==> config.mk <==
export PLATFORM = sky130hd
export DESIGN_NAME = pc_unit
export DESIGN_NICKNAME = d
export VERILOG_FILES = /design/src/rtl/cpu_pkg.sv /design/src/rtl/pc_next.sv /design/src/rtl/pc_unit.sv
export SDC_FILE = /design/constraint.sdc
export NUM_CORES = 1
export LEC_CHECK = 0
export BUFFER_PORTS_ARGS = -buffer_cell sky130_fd_sc_hd__buf_2
export CORE_MARGIN = 2
export CORE_UTILIZATION = 40
export DETAILED_ROUTE_END_ITERATION = 16
export GPL_TIMING_DRIVEN = 1
export MAX_ROUTING_LAYER = met4
export PLACE_DENSITY_LB_ADDON = 0.05
export SYNTH_ARGS = -nofsm -noshare
export SYNTH_HDL_FRONTEND = slang
export SYNTH_SLANG_ARGS = --single-unit
==> constraint.sdc <==
create_clock -name clk -period 9.75 [get_ports clk]
set_input_delay 0.4875 -clock clk [delete_from_list [all_inputs] [get_ports clk]]
set_output_delay 0.4875 -clock clk [all_outputs]
set_load 0.01 [all_outputs]
==> src/rtl/cpu_pkg.sv <==
// cpu_pkg: decode constants and PC-stage state type shared by the PC
// stage and the control unit.
//   OP_*        : instruction[31:26] opcode values
//   FN_*        : instruction[5:0] funct values (R-type only)
//   pc_state_t  : run / halt / fault state of the PC stage
package cpu_pkg;

    localparam logic [5:0] OP_RTYPE = 6'h00;
    localparam logic [5:0] OP_J     = 6'h02;
    localparam logic [5:0] OP_JAL   = 6'h03;
    localparam logic [5:0] OP_BEQ   = 6'h04;
    localparam logic [5:0] OP_BNE   = 6'h05;
    localparam logic [5:0] OP_HALT  = 6'h3F;

    localparam logic [5:0] FN_JR      = 6'h08;
    localparam logic [5:0] FN_SYSCALL = 6'h0C;

    typedef enum logic [1:0] {
        RUN   = 2'd0,
        HALT  = 2'd1,
        FAULT = 2'd2
    } pc_state_t;

endpackage

==> src/rtl/pc_next.sv <==
// pc_next: purely combinational next-PC selection and stop detection.
// Ports:
//   pc               in  32  current PC
//   opcode, funct    in  6   decoded instruction fields
//   immi             in  16  branch offset (words, signed)
//   jtarget          in  26  jump target (words)
//   alu_zero         in  1   ALU zero flag
//   rs_data          in  32  jr target
//   next_pc          out 32  PC for the next instruction
//   is_halt          out 1   halt or syscall is current
//   is_jr_misaligned out 1   jr to a non-word-aligned address
module pc_next
    import cpu_pkg::*;
(
    input  logic [31:0] pc,
    input  logic [5:0]  opcode,
    input  logic [5:0]  funct,
    input  logic [15:0] immi,
    input  logic [25:0] jtarget,
    input  logic        alu_zero,
    input  logic [31:0] rs_data,
    output logic [31:0] next_pc,
    output logic        is_halt,
    output logic        is_jr_misaligned
);

    logic [31:0] seq_pc;
    logic [31:0] branch_pc;
    logic [31:0] jump_pc;
    logic        is_jr;

    assign seq_pc    = pc + 32'd4;
    // Sign-extended word offset, shifted to a byte offset.
    assign branch_pc = seq_pc + {{14{immi[15]}}, immi, 2'b00};
    // Jumps stay inside the 256 MB region of the delay-slot address.
    assign jump_pc   = {seq_pc[31:28], jtarget, 2'b00};

    assign is_jr            = (opcode == OP_RTYPE) && (funct == FN_JR);
    assign is_jr_misaligned = is_jr && (rs_data[1:0] != 2'b00);
    assign is_halt          = (opcode == OP_HALT) ||
                              ((opcode == OP_RTYPE) && (funct == FN_SYSCALL));

    always_comb begin
        next_pc = seq_pc;
        if (opcode == OP_BEQ) begin
            next_pc = alu_zero ? branch_pc : seq_pc;
        end else if (opcode == OP_BNE) begin
            next_pc = alu_zero ? seq_pc : branch_pc;
        end else if ((opcode == OP_J) || (opcode == OP_JAL)) begin
            next_pc = jump_pc;
        end else if (is_jr) begin
            next_pc = rs_data;
        end
    end

endmodule

==> src/rtl/pc_unit.sv <==
// pc_unit: program-counter stage. Holds the PC, the run/halt/fault state
// and the retired-instruction counter.
// Ports:
//   clk, rst     in   clock, asynchronous active-high reset
//   stall        in   freeze PC, counter and state this cycle
//   opcode..rs_data in decoded fields of the current instruction
//   PC           out  32     current PC to fetch
//   pc_plus4     out  32     PC + 4 (jal link value)
//   halted       out  1      state is HALT
//   fault        out  1      state is FAULT
//   retired      out  CNT_W  retired-instruction count (wraps)
//
// Flow control: stall is the only handshake. While stall = 1 nothing
// updates and halt/fault detection is suppressed; the current instruction
// is re-presented and consumed on the first edge with stall = 0.
module pc_unit
    import cpu_pkg::*;
#(
    parameter logic [31:0] RESET_PC = 32'h0000_0000,
    parameter int          CNT_W    = 32
) (
    input  logic             clk,
    input  logic             rst,
    input  logic             stall,
    input  logic [5:0]       opcode,
    input  logic [5:0]       funct,
    input  logic [15:0]      immi,
    input  logic [25:0]      jtarget,
    input  logic             alu_zero,
    input  logic [31:0]      rs_data,
    output logic [31:0]      PC,
    output logic [31:0]      pc_plus4,
    output logic             halted,
    output logic             fault,
    output logic [CNT_W-1:0] retired
);

    pc_state_t   state;
    logic [31:0] next_pc;
    logic        is_halt;
    logic        is_jr_misaligned;

    pc_next u_pc_next (
        .pc               (PC),
        .opcode           (opcode),
        .funct            (funct),
        .immi             (immi),
        .jtarget          (jtarget),
        .alu_zero         (alu_zero),
        .rs_data          (rs_data),
        .next_pc          (next_pc),
        .is_halt          (is_halt),
        .is_jr_misaligned (is_jr_misaligned)
    );

    always_ff @(posedge clk or posedge rst) begin
        if (rst) begin
            PC      <= RESET_PC;
            retired <= '0;
            state   <= RUN;
        end else if ((state == RUN) && !stall) begin
            if (is_jr_misaligned) begin
                // The faulting jr does not retire; PC stays on it.
                state <= FAULT;
            end else if (is_halt) begin
                // The halt instruction retires but the PC stays on it.
                state   <= HALT;
                retired <= retired + CNT_W'(1);
            end else begin
                PC      <= next_pc;
                retired <= retired + CNT_W'(1);
            end
        end
    end

    assign pc_plus4 = PC + 32'd4;
    assign halted   = (state == HALT);
    assign fault    = (state == FAULT);

endmodule

Word-level counts from Yosys, hierarchy flattened. Cells that the tools add are included.

Output and inout port bits: 98. Input port bits: 90. Register bits after elaboration: 66. Word-level logic and storage cells: 39.

Muxes and demuxes: 8. Eq/ne operators: 9. Reductions and logical operators: 14. Bitwise gates (word level): 2. $add $sub $neg: 3.

Operators with widths (number): $mux W32 (6); $add A32 B1 Y32 const B (1); $add A32 B3 Y32 const B (1); $add A32 B32 Y32 (1); $eq A6 B2 Y1 const B (2); $eq A6 B3 Y1 const B (2); $eq A6 B4 Y1 const B (2); $eq A6 B6 Y1 const B (1); $logic_not A6 Y1 (1); $logic_and A1 B1 Y1 (4); $mux W2 (2); $reduce_and A2 Y1 (2); $reduce_bool A2 Y1 (2); $reduce_and A3 Y1 (1); $eq A2 B1 Y1 const B (1); $eq A2 B2 Y1 const B (1); $logic_not A2 Y1 (1); $logic_or A1 B1 Y1 (2); $not A1 Y1 (2); $logic_not A1 Y1 (1).

Logic depth before layout (Yosys ltp). Gate-level depths: netlist of the first run.

Depth after elaboration: 6. Gate-level depth with buffers: 17. Mapped depth without buffers: 15.

Modules after synthesis. From an unflattened synthesis of the first run, not the netlist that was laid out.

Cells, all modules: 772. Area, all modules: 6379.9 sq um.

Modules (own cells, without submodules): pc_unit (area an instance 3254.4 sq um, seq. area each 1651.6 sq um, cells an instance 287, instances 1); pc_next (area an instance 3125.5 sq um, seq. area each 0.0 sq um, cells an instance 485, instances 1).

Worst setup path before layout of the first run. OpenSTA, ideal clock, no wires.

Kind: flip-flop to flip-flop. Start: register PC[2]. End: register PC[30]. Buffers on the path: 1. Setup time: 132 ps. Data required time: 9618 ps. Cell stages (with the launch flop): 16. Period minus slack after synthesis: 3913 ps. Arrival: 3781 ps. Path slack: 5837 ps. Cell sequence: dfrtp_1 > ha_1 > nand3_1 > nor4_1 > and2_0 > nand3_1 > xnor2_1 > ha_1 > clkbuf_1 > a21oi_1 > nor2b_1 > o31a_1 > a211oi_1 > or3_1 > a2111oi_0 > or3b_1.

Cells in the longest elaborated chain, start to end: 5. Elaborated cells on any way between the ends: 8. Classes of those cells: 2 x add/sub; 6 x mux.

Ends and longest elaborated chain: start: declaration (line pc_unit.sv:31) `output logic [31:0] PC,`; start signal: assignment (line pc_unit.sv:70) `PC <= next_pc;`; $add A32 B3 Y32 (*); net pc_plus4[16] (line pc_unit.sv:32) `output logic [31:0] pc_plus4,`; $add A32 B32 Y32 (*) (line pc_next.sv:34) `assign branch_pc = seq_pc + {{14{immi[15]}}, immi, 2'b00};`; $mux W32 (line pc_next.sv:48) `next_pc = alu_zero ? seq_pc : branch_pc;`; $mux W32 (line pc_next.sv:47) `end else if (opcode == OP_BNE) begin`; $mux W32 (*) (line pc_next.sv:45) `if (opcode == OP_BEQ) begin`.

The timed path passes the listed nets; every way through them passes the cells marked *. A chain may end at the register's enable or synchronous reset.

Final worst setup path of the first run.
Start: register PC[2]. End: register PC[21].

Cells in the longest elaborated chain, start to end: 5. Elaborated cells on any way between the ends: 8. Classes of those cells: 2 x add/sub; 6 x mux.

Ends and longest elaborated chain: $add A32 B3 Y32 (*) (line pc_next.sv:32) `assign seq_pc = pc + 32'd4;`; $add A32 B32 Y32 or $mux W32 (tied branches) (line pc_next.sv:34, pc_next.sv:51); $mux W32, on equally long branches (line pc_next.sv:48, pc_next.sv:49); $mux W32 (line pc_next.sv:47); $mux W32 (*) (line pc_next.sv:45).

Mark *: on every way between the ends. The rest lies on a longest branch, timed or not.

==> run_results.csv, run 1 <==
group,metric,value,unit
final_layout,final_cell_mix,"buf_2 (187), nand2_1 (68), dfrtp_1 (66)",
final_layout,finish.utilization,0.5061,
yosys,synth_seq_cells,66,
yosys,async_flop_share,1.000,
clock_tree,path_clk_slew,0.06,ns
pwr,switching_share,0.4577,
route,drtIter0Drc,528,
sta,timing.final.crit_share,0.4883,
final_layout,area_growth,23.52,%
setup_path,path_buf_inv,0,
floorplanning,rows,43,
placed_design,dp.cells,1003,
sta,final.min_clock_period,4.761,ns
yosys,synth_flop_cell,"dfrtp_1",
clock_tree,root_buffer,"clkbuf_16",
sta,rsz0062_at_grt,"no",
route,vias,5895,
clock_tree,clk_latency,0.34,ns
route,vias_per_cell,5.785,
setup_path,crit_path_start_kind,"flip-flop",
sta,setup-tns-final,0,ns
route,postRouteAntennaNets,0,
global_route,grt_max_degree,67,
placed_design,post-dp-hpwl,14.42,mm
run,maxCapViolations,0,
route,wl_per_cell,18.74,um
setup_path,required,10.00,ns
route,drc,0,
setup_path,cp_max_fo,8,
yosys,yosysWarnings,0,
sta,setup_violations,0,
hold_path,hp-class,"in2async",
yosys,syn_inst,664,
final_layout,regArea,1652,um^2
final_layout,fillers,1369,
sta,drv_slew,0,
pwr,p_int,0.0009894,W
sta,skew,0.009731,ns
floorplanning,die_h,123.5,um
floorplanning,core,13930,um^2
final_layout,drive_gt1_frac,0.2753,
pwr,p_switching,0.0008350,W
yosys,ys_types,75,
yosys,synthesis.nets,792,
setup_path,worstSetupPathType,"reg2reg",
clock_tree,clockBufferDepth,2,
sta,hold_viol_final,0,
yosys,postSynthAreaPerCell,8.598,um^2
yosys,netlist_area,5709,um^2
setup_path,cp_top_family,"simple AND/OR/NAND/NOR gates",
floorplanning,start_util,0.4097,
global_route,grt_pass1_vias,5682,
route,wl,19.10,mm
final_layout,layout_commonest_cell,"buf_2",
setup_path,crit_chain,"ha_1 > nand3_1 > nor4_1 > and2_0 > xor2_1 > ha_1 > and4_1 > nand3_1 > a31oi_1 > nor2_1 > o21ai_0 > a21boi_0 > or4_1 > o211ai_1",
sta,worst_slew_pin_slew,0.9200,ns
clock_tree,cts_setup_buffers,0,
pwr,leakagePower,3.398,nW
status,status,"finished clean",
final_layout,layout.cells.non_filler,1019,
yosys,synth_edf_count,0,
global_route,grt-ovfl-total,0,
placed_design,gp_congestion,0.9083,
global_route,antenna_found_initial,0,
placed_design,portBuffers,187,
clock_tree,cts_tree,"yes",
setup_path,critPathSlowestCell,"o21ai_0",
global_route,track_usage,0.2626,
setup_path,cp_data_arrival_time,5.01,ns
pwr,seq_power_share,0.248,
setup_path,critical_path.max_stage_delay,0.56,ns
clock_tree,numCtsBuffers,9,
floorplanning,ios,188,
yosys,seq_area_frac_synth,0.2893,
clock_tree,cts_resized,0,
pwr,pwr-share-clk,0.179,
pwr,power_density,258.7,nW/um^2
clock_tree,htree_levels,3,
final_layout,fin_nets,962,
final_layout,multi_input_area,3834,um^2
floorplanning,die_x,123.5,um
floorplanning,dieArea,15240,um^2
clock_tree,ctsHoldBuffers,0,
global_route,grt_first_pass_wirelength,29.96,mm
sta,slew_headroom,0.3867,
clock_tree,clock-sinks,66,
final_layout,diodes,0,
setup_path,end_kind,"flip-flop",
pwr,pwr-share-comb,0.574,
route,drt_first_pass_iters,6,
sta,fmax,0.2100,GHz
pwr,ir_worst_vdd,0.1412,mV
## power by group through the flow
stage / clock network (W) / logic (W) / registers, W
after floorplan: 0 / 0.000692 / 0.000459
after global placement: 0 / 0.00104 / 0.000451
after detailed placement: 0 / 0.00104 / 0.000455
after CTS: 0.000335 / 0.00105 / 0.000451
after global routing: 0.000348 / 0.00116 / 0.000466
final: 0.000326 / 0.00105 / 0.000452
## state kept, by name, indices dropped and copies added, names as in the netlist
register / flops
state: 2
PC: 32
retired: 32
## cell type report
class	count	area share
timing repair buffer	193	0.1391
inverter	17	0.009049
multi-input combinational	547	0.5436
clock buffer	11	0.03442
tap	180	0.03194
clock inverter	5	0.007630
sequential	66	0.2342
## final timing paths
path | from | to | slack [ns] | depth (start not counted)
worst max-delay path | PC[2] | PC[21] | 4.99 | 14
min in group clk | retired[31] | retired[31] | 0.46 | 1
worst min-delay path | rst | retired[8] | 0.40 | 3
max in group asynchronous | rst | PC[13] | 8.77 | 3
worst max register to register | PC[2] | PC[21] | 4.99 | 14
worst min register to register | retired[31] | retired[31] | 0.46 | 1
## routing by layer
layer  GRT usage  vias up  share of wire
met2      0.4172      213           0.48
li1            -     2805              -
met3     0.04244       36          0.064
met4     0.09375        0          0.026
met5           -        -              0
met1      0.3381     2841           0.43
## cell usage after synthesis (10+ instances only)
| cell type | number | area, um^2 |
|---|---|---|
| and3_1 | 18 | 112.6 |
| xor2_1 | 25 | 219.0 |
| a222oi_1 | 22 | 220.2 |
| nor3_1 | 10 | 50.05 |
| dfrtp_1 | 66 | 1652 |
| nor2_1 | 46 | 172.7 |
| inv_1 | 17 | 63.81 |
| o21ai_0 | 31 | 155.2 |
| a21oi_1 | 41 | 205.2 |
| nand3_1 | 32 | 160.2 |
| clkbuf_1 | 20 | 75.07 |
| a21o_1 | 21 | 157.7 |
| ha_1 | 37 | 462.9 |
| nand2_1 | 68 | 255.2 |
| xnor2_1 | 59 | 516.8 |
| a31oi_1 | 15 | 93.84 |
| nand4_1 | 10 | 62.56 |
## logic make-up after synthesis
logic type	Yosys count	share of synthesized area
simple gates	234	0.2148
xor+xnor	86	0.1365
mux	3	0.005479
buf+inv	51	0.03967
flops	66	0.2893
compound gates	186	0.2297
fa+ha+maj	38	0.08459
## worst reg2reg max path, stage by stage (launching register included)
cell and delay, ns:
dfrtp_1 0.47, ha_1 0.28, nand3_1 0.25, nor4_1 0.55, and2_0 0.37, xor2_1 0.14, ha_1 0.42, and4_1 0.28
nand3_1 0.09, a31oi_1 0.32, nor2_1 0.14, o21ai_0 0.56, a21boi_0 0.23, or4_1 0.44, o211ai_1 0.10
## through the flow
stage | hold WS [ns] | cell area (um^2) | total power [W] | setup slack [ns]
floorplan | 0.5075 | 5709 | 0.001151 | 5.837
global placement | 0.4553 | 6755 | 0.001488 | 5.051
detailed placement | 0.4641 | 6755 | 0.001493 | 5.072
CTS | 0.4500 | 7052 | 0.001832 | 4.999
global route | 0.4857 | 7052 | 0.001973 | 4.694
finish | 0.4045 | 7052 | 0.001824 | 4.989
Note: power is estimated with default switching activity, not from simulation.
==> inputs of run 2 (changes only) <==
--- a/config.mk
+++ b/config.mk
@@ -5,6 +5,7 @@
 export SDC_FILE = /design/constraint.sdc
 export NUM_CORES = 1
 export LEC_CHECK = 0
+export ABC_AREA = 1
 export BUFFER_PORTS_ARGS = -buffer_cell sky130_fd_sc_hd__buf_2
 export CORE_MARGIN = 2
 export CORE_UTILIZATION = 40
==> constraint.sdc (replaced) <==
create_clock -name clk -period 4.5 [get_ports clk]
set_input_delay 0.225 -clock clk [delete_from_list [all_inputs] [get_ports clk]]
set_output_delay 0.225 -clock clk [all_outputs]
set_load 0.01 [all_outputs]
==> run_results.csv, run 2 <==
group,metric,value,unit
yosys,yosysTopAreaCellShare,0.2213,
sta,fmax,0.2597,GHz
setup_path,crit_start,"PC[3]",
setup_path,cp_data_arrival_time,4.08,ns
sta,slew_headroom,0.3681,
global_route,grt_pass1_vias,7868,
yosys,ys_types,48,
global_route,antenna_found_initial,0,
setup_path,cp_max_fo,7,
yosys,yosysMostFrequentCell,"nand2_1",
placed_design,post-place-ws,0.8028,ns
yosys,async_flop_share,1.000,
pwr,power_density,214.5,nW/um^2
global_route,grt_first_pass_wirelength,45.17,mm
clock_tree,cts_setup_buffers,0,
clock_tree,htree_levels,3,
setup_path,crit_chain,"ha_1 > nand2_2 > nor2_4 > nand2_4 > nor2_8 > nand2_1 > xor2_1 > inv_1 > ha_1 > nand2_1 > nor2_1 > inv_1 > nor2_1 > nand4_1 > nand3_1 > nand2_1 > nand3_1 > nand3_1 > nand2_1 > inv_1",
sta,worst_slew_pin_slew,0.9420,ns
placed_design,portBuffers,187,
sta,timing.final.crit_share,0.8558,
yosys,yosysWarnings,0,
yosys,synth_top_cell_by_area,"dfrtp_1",
route,drc,0,
clock_tree,root_buffer,"clkbuf_16",
pwr,ir_worst_vdd,0.1882,mV
sta,skew,0.01382,ns
route,vias,8699,
setup_path,critPathSlowestCell,"dfrtp_1",
yosys,synth_edf_count,0,
floorplanning,die_h,140.6,um
pwr,leakagePower,4.880,nW
clock_tree,clockBufferDepth,2,
pwr,total_power,0.001909,W
hold_path,hp-class,"in2reg",
final_layout,largestRegisters,"PC x32, retired x32, state x2",
sta,setup-tns-final,0,ns
floorplanning,ios,188,
sta,drv_slew,0,
setup_path,cpMostUsedCell,"nand2_1",
final_layout,area_growth,19.28,%
setup_path,required,4.73,ns
global_route,track_usage,0.3042,
global_route,grt_max_degree,41,
yosys,syn_inst,1232,
final_layout,final_cell_mix,"nand2_1 (415), buf_2 (187), inv_1 (163)",
final_layout,layout_commonest_cell,"nand2_1",
status,status,"finished clean",
route,postRouteAntennaNets,0,
yosys,postSynthAreaPerCell,6.058,um^2
yosys,synth_common_cells,"nand2_1 (415), inv_1 (164), nor2_1 (154)",
global_route,grt-ovfl-total,0,
sta,rsz0062_at_grt,"no",
yosys,netlist_area,7463,um^2
sta,hold_ws,0.1613,ns
placed_design,post-dp-hpwl,24.22,mm
floorplanning,dieArea,19770,um^2
floorplanning,die_x,140.6,um
setup_path,worstSetupPathType,"reg2reg",
route,wl_per_cell,18.03,um
final_layout,diodes,0,
clock_tree,path_clk_slew,0.06,ns
setup_path,critical_path.max_stage_delay,0.44,ns
sta,worst_slack,0.6487,ns
yosys,synth_seq_cells,66,
floorplanning,core,18150,um^2
clock_tree,clock-sinks,66,
setup_path,reg2reg_from,"PC[3]",
yosys,synthesis.nets,1360,
placed_design,gp_congestion,0.9927,
clock_tree,clk_latency,0.34,ns
floorplanning,rows,49,
floorplanning,start_util,0.4113,
sta,final.min_clock_period,3.851,ns
clock_tree,cts_tree,"yes",
yosys,synth_flop_cell,"dfrtp_1",
setup_path,end_kind,"flip-flop",
clock_tree,numCtsBuffers,9,
final_layout,fin_nets,1544,
run,maxCapViolations,0,
route,vias_per_cell,5.272,
setup_path,crit_path_start_kind,"flip-flop",
route,drtIter0Drc,745,
yosys,yosys-top-cells-area,"dfrtp_1 (22%), nand2_1 (21%), inv_1 (8.2%), nor2_1 (7.7%), nand3_1 (6.6%)",
route,drt_first_pass_iters,5,
final_layout,drive_gt1_frac,0.1858,
sta,hold_viol_final,0,
sta,setup_violations,0,
hold_path,hold_start,"stall",
yosys,seq_area_frac_synth,0.2213,
route,wl,29.74,mm
-- run 2: final timing paths --
path	to	cells after the start	slack, ns
max	PC[21]	20	0.65
min	state[1]	4	0.16
max reg2reg	PC[21]	20	0.65
min reg2reg	PC[0]	2	0.51
max in group asynchronous	retired[11]	4	2.97
min in group asynchronous	PC[5]	3	0.53
-- run 2: layout make-up --
cell class | count | area (um^2)
clock inverters | 7 | 76.32
repair buffers | 191 | 968.4
inverters | 173 | 649.4
clock buffers | 9 | 225.2
well taps | 229 | 286.5
fillers | 1958 | 9245
multi-input cells | 975 | 5045
flip-flops and latches | 66 | 1652
-- run 2: timing repair --
action / CTS / global route
resized for setup: 0 / 0
hold buffers: 1 / 0
endpoints found under the hold margin: 22 / 0
-- run 2: layer usage --
metal / wire length [um] / up-vias / GRT usage
met3: 2429 / 16 / 0.05197
li1: - / 4299 / -
met2: 13010 / 398 / 0.4698
met1: 14010 / 3986 / 0.4303
met5: 0 / - / -
met4: 293 / 0 / 0.04421
-- run 2: worst max-delay path, delay by kind of cell, from the launching register on --
kind | cells | cell delay (ns)
buf+inv | 3 | 0.26
simple gates | 14 | 2.03
xor+xnor | 1 | 0.31
fa+ha+maj | 2 | 0.69
flops | 1 | 0.44
-- run 2: cells by family (layout without fill, tap and decap cells) --
group / Yosys count / in the layout / share of synthesized area
AND/OR/NAND/NOR: 775 / 775 / 0.4635
buffers and inverters: 191 / 380 / 0.1028
AO/OA/AOI/OAI: 110 / 110 / 0.08667
flip-flops: 66 / 66 / 0.2213
XOR/XNOR: 52 / 52 / 0.06102
adder cells (fa/ha/maj): 38 / 38 / 0.06471
-- run 2: power by group --
part | internal [W] | switching, W | total [W]
combinational | 0.000184 | 0.000354 | 0.000538
clock | 0.000433 | 0.000290 | 0.000723
sequential | 0.000613 | 0.0000343 | 0.000648
-- run 2: per-stage QoR --
stage | utilization | std cells | cell area, um^2
3_5_place_dp | 0.4734 | 1633 | 8591
2_1_floorplan | - | 1232 | 7463
3_3_place_gp | 0.4734 | 1633 | 8591
6_report | 0.4906 | 1650 | 8902
5_1_grt | 0.4906 | 1650 | 8902
4_1_cts | 0.4906 | 1650 | 8902
